File: config.mk
export PLATFORM = sky130hd
export DESIGN_NAME = pipe_stage_reg
export DESIGN_NICKNAME = d
export VERILOG_FILES = /design/src/rtl/pipe_stage_reg_pkg.sv /design/src/rtl/pipe_stage_reg_slot.sv /design/src/rtl/pipe_stage_reg.sv
export SDC_FILE = /design/constraint.sdc
export NUM_CORES = 1
export LEC_CHECK = 0
export ABC_CLOCK_PERIOD_IN_PS = 1320
export BUFFER_PORTS_ARGS = -buffer_cell sky130_fd_sc_hd__buf_2
export CAP_MARGIN = 30
export CORE_ASPECT_RATIO = 0.9
export CORE_MARGIN = 5
export CORE_UTILIZATION = 43
export CTS_BUF_LIST = sky130_fd_sc_hd__clkbuf_8
export CTS_CLUSTER_DIAMETER = 30
export CTS_CLUSTER_SIZE = 14
export DETAILED_ROUTE_END_ITERATION = 10
export PLACE_DENSITY = 0.76
export SETUP_SLACK_MARGIN = 0.1
export SYNTH_ARGS = -nofsm -noshare
export SYNTH_HDL_FRONTEND = slang
export SYNTH_SLANG_ARGS = --single-unit
export TNS_END_PERCENT = 10
File: constraint.sdc
create_clock -name clk -period 1.32 [get_ports clk]
set_input_delay 0.066 -clock clk [delete_from_list [all_inputs] [get_ports clk]]
set_output_delay 0.066 -clock clk [all_outputs]
set_load 0.05 [all_outputs]
File: src/rtl/pipe_stage_reg_pkg.sv
// pipe_stage_reg_pkg: shared widths and stage-register state encoding
package pipe_stage_reg_pkg;

    localparam int XLEN  = 32;
    localparam int OCC_W = 2;

    // State values double as the held-entry count presented on occupancy.
    typedef enum logic [OCC_W-1:0] {
        PIPE_ST_EMPTY = 2'd0,
        PIPE_ST_BUSY  = 2'd1,
        PIPE_ST_FULL  = 2'd2
    } pipe_st_e;

endpackage

File: src/rtl/pipe_stage_reg_slot.sv
// pipe_stage_slot: payload register with load enable and sync clear; validity lives in the owner
module pipe_stage_slot #(
    parameter int DATA_W = 8
) (
    input  logic              clk,
    input  logic              clr,
    input  logic              ld,
    input  logic [DATA_W-1:0] d,
    output logic [DATA_W-1:0] q
);

    logic [DATA_W-1:0] data_q, data_d;

    // Clear wins over load so reset/flush never leave a stale payload.
    always_comb data_d = clr ? '0 : ld ? d : data_q;

    // Payload storage.
    always_ff @(posedge clk) data_q <= data_d;

    assign q = data_q;

endmodule

File: src/rtl/pipe_stage_reg.sv
// pipe_stage_reg: valid/ready pipeline register with flush; define PIPE_STAGE_SKID_EN for a 2-entry skid with registered in_ready
module pipe_stage_reg
    import pipe_stage_reg_pkg::*;
#(
    parameter int DATA_W         = XLEN*3+8,
    parameter bit CLEAR_ON_FLUSH = 1'b1
) (
    input  logic              clk,
    input  logic              reset,
    input  logic              flush,
    input  logic              in_valid,
    output logic              in_ready,
    input  logic [DATA_W-1:0] in_data,
    output logic              out_valid,
    input  logic              out_ready,
    output logic [DATA_W-1:0] out_data,
    output logic [OCC_W-1:0]  occupancy
);

    logic              in_fire, out_fire, main_ld, clr;
    logic [DATA_W-1:0] main_src;

    assign in_fire  = in_valid & in_ready;
    assign out_fire = out_valid & out_ready;
    assign clr      = reset | (flush & CLEAR_ON_FLUSH);

`ifdef PIPE_STAGE_SKID_EN

    pipe_st_e          state_q, state_d;
    logic              rdy_q, rdy_d, skid_ld, from_skid;
    logic [DATA_W-1:0] skid_data;

    // rdy_q resets high so in_ready rises on the first cycle after release.
    assign in_ready  = !reset & rdy_q;
    assign out_valid = state_q != PIPE_ST_EMPTY;
    assign occupancy = state_q;
    assign main_src  = from_skid ? skid_data : in_data;

    // Next state and slot loads; flush overrides any handshake in the same cycle.
    always_comb begin
        state_d   = state_q;
        main_ld   = 1'b0;
        skid_ld   = 1'b0;
        from_skid = 1'b0;
        case (state_q)
            PIPE_ST_EMPTY: begin
                state_d = in_fire ? PIPE_ST_BUSY : PIPE_ST_EMPTY;
                main_ld = in_fire;
            end
            PIPE_ST_BUSY: begin
                state_d = in_fire ? (out_fire ? PIPE_ST_BUSY : PIPE_ST_FULL)
                                  : (out_fire ? PIPE_ST_EMPTY : PIPE_ST_BUSY);
                main_ld = in_fire & out_fire;
                skid_ld = in_fire & !out_fire;
            end
            PIPE_ST_FULL: begin
                state_d   = out_fire ? PIPE_ST_BUSY : PIPE_ST_FULL;
                main_ld   = out_fire;
                from_skid = 1'b1;
            end
            default: state_d = PIPE_ST_EMPTY;
        endcase
        if (flush) begin
            state_d = PIPE_ST_EMPTY;
            main_ld = 1'b0;
            skid_ld = 1'b0;
        end
        rdy_d = state_d != PIPE_ST_FULL;
    end

    // State and registered ready.
    always_ff @(posedge clk) begin
        if (reset) begin
            state_q <= PIPE_ST_EMPTY;
            rdy_q   <= 1'b1;
        end else begin
            state_q <= state_d;
            rdy_q   <= rdy_d;
        end
    end

    pipe_stage_slot #(.DATA_W(DATA_W)) u_skid (
        .clk (clk),
        .clr (clr),
        .ld  (skid_ld),
        .d   (in_data),
        .q   (skid_data)
    );

`else

    logic valid_q, valid_d;

    assign in_ready  = !reset & (!valid_q | out_ready);
    assign out_valid = valid_q;
    assign occupancy = {1'b0, valid_q};
    assign main_src  = in_data;
    assign main_ld   = in_fire & !flush;

    // A new entry beats a departing one; flush empties the slot.
    always_comb valid_d = flush ? 1'b0 : in_fire ? 1'b1 : out_fire ? 1'b0 : valid_q;

    // Slot validity.
    always_ff @(posedge clk) begin
        if (reset) valid_q <= 1'b0;
        else       valid_q <= valid_d;
    end

`endif

    pipe_stage_slot #(.DATA_W(DATA_W)) u_main (
        .clk (clk),
        .clr (clr),
        .ld  (main_ld),
        .d   (main_src),
        .q   (out_data)
    );

endmodule

* Yosys cells after proc, flatten, opt, wreduce, memory -nomap -nowiden
Index checks and enable logic that the tools add are counted.
** Word-level totals
- Logic and storage cells :: 15
- Register bits :: 105
- Output and inout port bits :: 108
- Input port bits :: 109
** Cells by class
- Bitwise gates (word level) :: 6
- Muxes and demuxes :: 2
- Reduce and logical (&&, ||, !) cells :: 5
** Operators with widths (number)
- $and A1 B1 Y1 :: 4
- $logic_not A1 Y1 :: 3
- $mux W1 :: 2
- $or A1 B1 Y1 :: 2
- $reduce_bool A2 Y1 :: 1
- $reduce_or A2 Y1 :: 1

* Longest topological paths before layout
- Depth after elaboration :: 5
- Depth in mapped cells :: 6
- Gate-level depth less buffers :: 3

* Modules after synthesis
A second synthesis with hierarchy kept.
** Second synthesis, totals
- Cells, all modules :: 345
- Area total of the unflattened synthesis :: 3782.4 um^2
** By module, submodules not included
- pipe_stage_slot :: area each 3707.3 um^2, seq. area each 2082.0 um^2, times used 1, cells each 336
- pipe_stage_reg :: area each 75.1 um^2, seq. area each 20.0 um^2, times used 1, cells each 9

* Worst setup path after synthesis
Ideal clock, no wire load.
- Path kind :: reg2reg
- Start :: reg valid_q (netlist: out_valid)
- End :: reg u_main.data_q[32] (netlist: u_main.q[32])
- Data arrival time :: 1.438 ns
- Stages on the path, launching flop included :: 7
- Path buffers :: 3
- Setup time :: 0.120 ns
- Period minus slack after synthesis :: 1.558 ns
- Slack :: -0.238 ns
- Data required time :: 1.200 ns
- Cell sequence :: dfxtp_1 > nor2b_4 > nor2b_2 > buf_6 > buf_6 > buf_6 > mux2i_1
** On the way
- Word-level cells in the longest chain between the ends :: 5
** Ends and longest elaborated chain
- from (decl) :: RTL line pipe_stage_reg.sv:92 : logic valid_q, valid_d;
- from (signal assigned) :: RTL line pipe_stage_reg.sv:106 : else valid_q <= valid_d;
- $logic_not A1 Y1 :: RTL line pipe_stage_reg.sv:94 : assign in_ready = !reset & (!valid_q | out_ready);
- $or A1 B1 Y1 :: RTL line pipe_stage_reg.sv:94
- $and A1 B1 Y1 :: RTL line pipe_stage_reg.sv:94
- $and A1 B1 Y1 :: RTL line pipe_stage_reg.sv:23 : assign in_fire = in_valid & in_ready;
- $and A1 B1 Y1 :: RTL line pipe_stage_reg.sv:98 : assign main_ld = in_fire & !flush;
- to (signal assigned) :: RTL line pipe_stage_reg_slot.sv:18 : always_ff @(posedge clk) data_q <= data_d;
- to (decl) :: RTL line pipe_stage_reg_slot.sv:12 : logic [DATA_W-1:0] data_q, data_d;
Every way passes these cells.
A chain may end at the register's enable or synchronous reset.

* Worst setup path in the final report
- Start :: reg valid_q (netlist: out_valid)
- End :: reg u_main.data_q[57] (netlist: u_main.q[57])
Same word-level chain as after synthesis.

==> qor.txt <==
Final setup fails = 15
Global placement routability congestion = 0.770
Reg-to-Reg End = u_main.q[57]
Pleak = 3.43 nW
Global-route wire length before repair = 20700 microns
Status = finished with violations
Fin area = 0.00702 sq mm
Std-Cell Core Area = 0.00961 sq mm
Fmax = 723 MHz
WP data required = 1.59 ns
Drt wl/cell = 15.1 microns
Synthesized flop and latch total = 105
RSZ-0062 raised after global routing = yes
Layout Nets = 896
Worst R2R Start = out_valid
Initial antenna violation count = 0
Worst VDD drop = 0.000556 V
Clk buf depth = 2
Post-synthesis sequential area ratio = 49.9%
Maxcap violations = 0
DR vias/cell = 4.72
Worst Setup Start Kind = flop
DR pass1 iterations = 4
Final-report hold violation count = 0
Initial Util = 43.8%
Power per Cell Area = 981 mW/mm^2
# DRC = 0
GR Util All Layers = 21.2%
# IOs = 217
Largest net degree at the start of global routing = 97
Crit path arrival time = 1.66 ns
Crit path from = out_valid
Post-DP HPWL = 8400 microns
Failing checks = negative setup slack
Row count = 34
Critical-path maximum fanout = 8
Routed wire length = 13900 microns
Max-slew violations = 0
Worst-path clk slew = 0.10 ns
Endpoint type of the worst setup path = flop
CTS tree = done
Clock sink total = 105
Yosys cell types = 12
Synth Warn # = 0
GRT Residual Overflow = 0
Mean Syn Cell Area = 9.15 sq um
Final WS setup = -0.0629 ns
Fraction of layout cells with a size suffix above 1 = 34.6%
Pwr Total = 6.89 mW
Antenna viol nets, final = 0
Worst reg-to-reg setup slack = -0.06 ns
R2r worst-path depth = 6
CTS H-tree depth = 3
Root Buffer = clkbuf_8
Fin crit period = 1.38 ns
Ranking of synthesized cells by area = dfxtp_1, mux2i_1, nand2_1
Synth top area share = 49.9%
Finished Core Util = 73.0%
Final Skew = 0.0130 ns
I/O Buffers = 215
Cells after Synth = 460
Syn_nets = 569
Largest area contributor in the netlist = dfxtp_1
Layout area overhead = 66.7%
Num CTS Buffers = 9
Period utilization = 105%
Worst Hold Class = primary input to flop
CP Class = flop to flop
Setup crit end = u_main.q[57]
Die Ht = 104 microns
Die width = 114 microns
Post-DP Area = 0.00549 sq mm
Initial DRC count = 264
Via count = 4334
Clk Latency, worst-skew pair = 0.36 ns
Synthesized cell area = 0.00421 sq mm
Die area = 0.0119 sq mm
Vias in the first global route = 4410
## cells in the final DEF (no fill, tap or decap), drive strengths merged
master         n
buf          240
bufinv         1
clkbuf        17
clkinvlp       3
conb           1
dfxtp        105
diode          1
dlygate4sd3  106
inv            2
mux2i        104
nand2        208
nor2           2
nor2b          2
o21a           1
## logic make-up (layout without fill, tap and decap cells)
group	after synthesis	after routing	synth area share, %
and+or+nand+nor	212	212	19.3
DFF	105	105	49.9
muxes	104	104	24.7
buffers and inverters	37	369	5.80
other	1	2	0.0891
AOI/OAI and AO/OA	1	1	0.178
## power breakdown
group / total [mW] / switching, mW / leakage (nW) / internal, mW
Sequential: 3.33 / 0.0587 / 0.856 / 3.27
Clock: 1.99 / 1.07 / 0.0971 / 0.917
Combinational: 1.56 / 0.859 / 2.48 / 0.704
## worst min-delay path by stage
| stage | startpoint | end | slack, ns | cells after the start |
|---|---|---|---|---|
| floorplan | in_valid | out_valid | 0.19 | 1 |
| detailed placement | in_valid | out_valid | 0.30 | 2 |
| global placement | in_valid | out_valid | 0.29 | 2 |
| finish | out_ready | out_valid | 0.18 | 4 |
| global route | out_ready | out_valid | 0.17 | 4 |
| CTS | out_ready | out_valid | 0.03 | 3 |
## layout make-up
cell class	count	area (sq um)
Clock buffer	10	138
Multi-Input combinational cell	318	1910
Timing Repair Buffer	353	2650
Fill cell	652	2600
Clock inverter	6	60.1
Sequential cell	105	2110
Antenna cell	1	2.50
Tap cell	126	158
## sequential cells by signal, summed over array words and instances, names as in the netlist
register and cells:
out_valid 1, u_main.q 104
## Yosys cell counts
| cell type | count |
|---|---|
| nand2_1 | 208 |
| dfxtp_1 | 105 |
| mux2i_1 | 104 |
| buf_2 | 12 |
| clkbuf_1 | 9 |
| buf_4 | 8 |
| buf_6 | 8 |
| nor2_1 | 2 |
| conb_1 | 1 |
| nor2b_2 | 1 |
| nor2b_4 | 1 |
| o21a_1 | 1 |
## per-stage QoR
stage,worst slack [ns],TNS (ns),hold WS (ns),std cells
after floorplan,0.0383,0,0.189,460
after global placement,0.107,0,0.293,787
after detailed placement,0.0385,0,0.298,787
after CTS,0.00122,0,0.0286,909
after global routing,-0.117,-4.23,0.172,918
final,-0.0629,-0.188,0.177,919
## critical path, cell delays in order (launching register included)
cell	delay [ns]
dfxtp_4	0.36
nor2b_4	0.14
nor2b_4	0.13
buf_12	0.13
clkbuf_16	0.16
clkbuf_16	0.16
mux2i_1	0.21
## repair_timing
action	CTS	global route
gates cloned	0	7
resized for setup	0	19
setup buffers	0	2
endpoints found under the hold margin	105	0
hold buffers	106	0
setup endpoints to repair	98	98
## metal layers
metal	GRT usage, %	part of all wire, %
met1	23.0	39
met2	39.0	52
met3	5.47	6.4
met4	8.06	3.0
met5	0	0
Note: power is estimated with default switching activity, not from simulation.
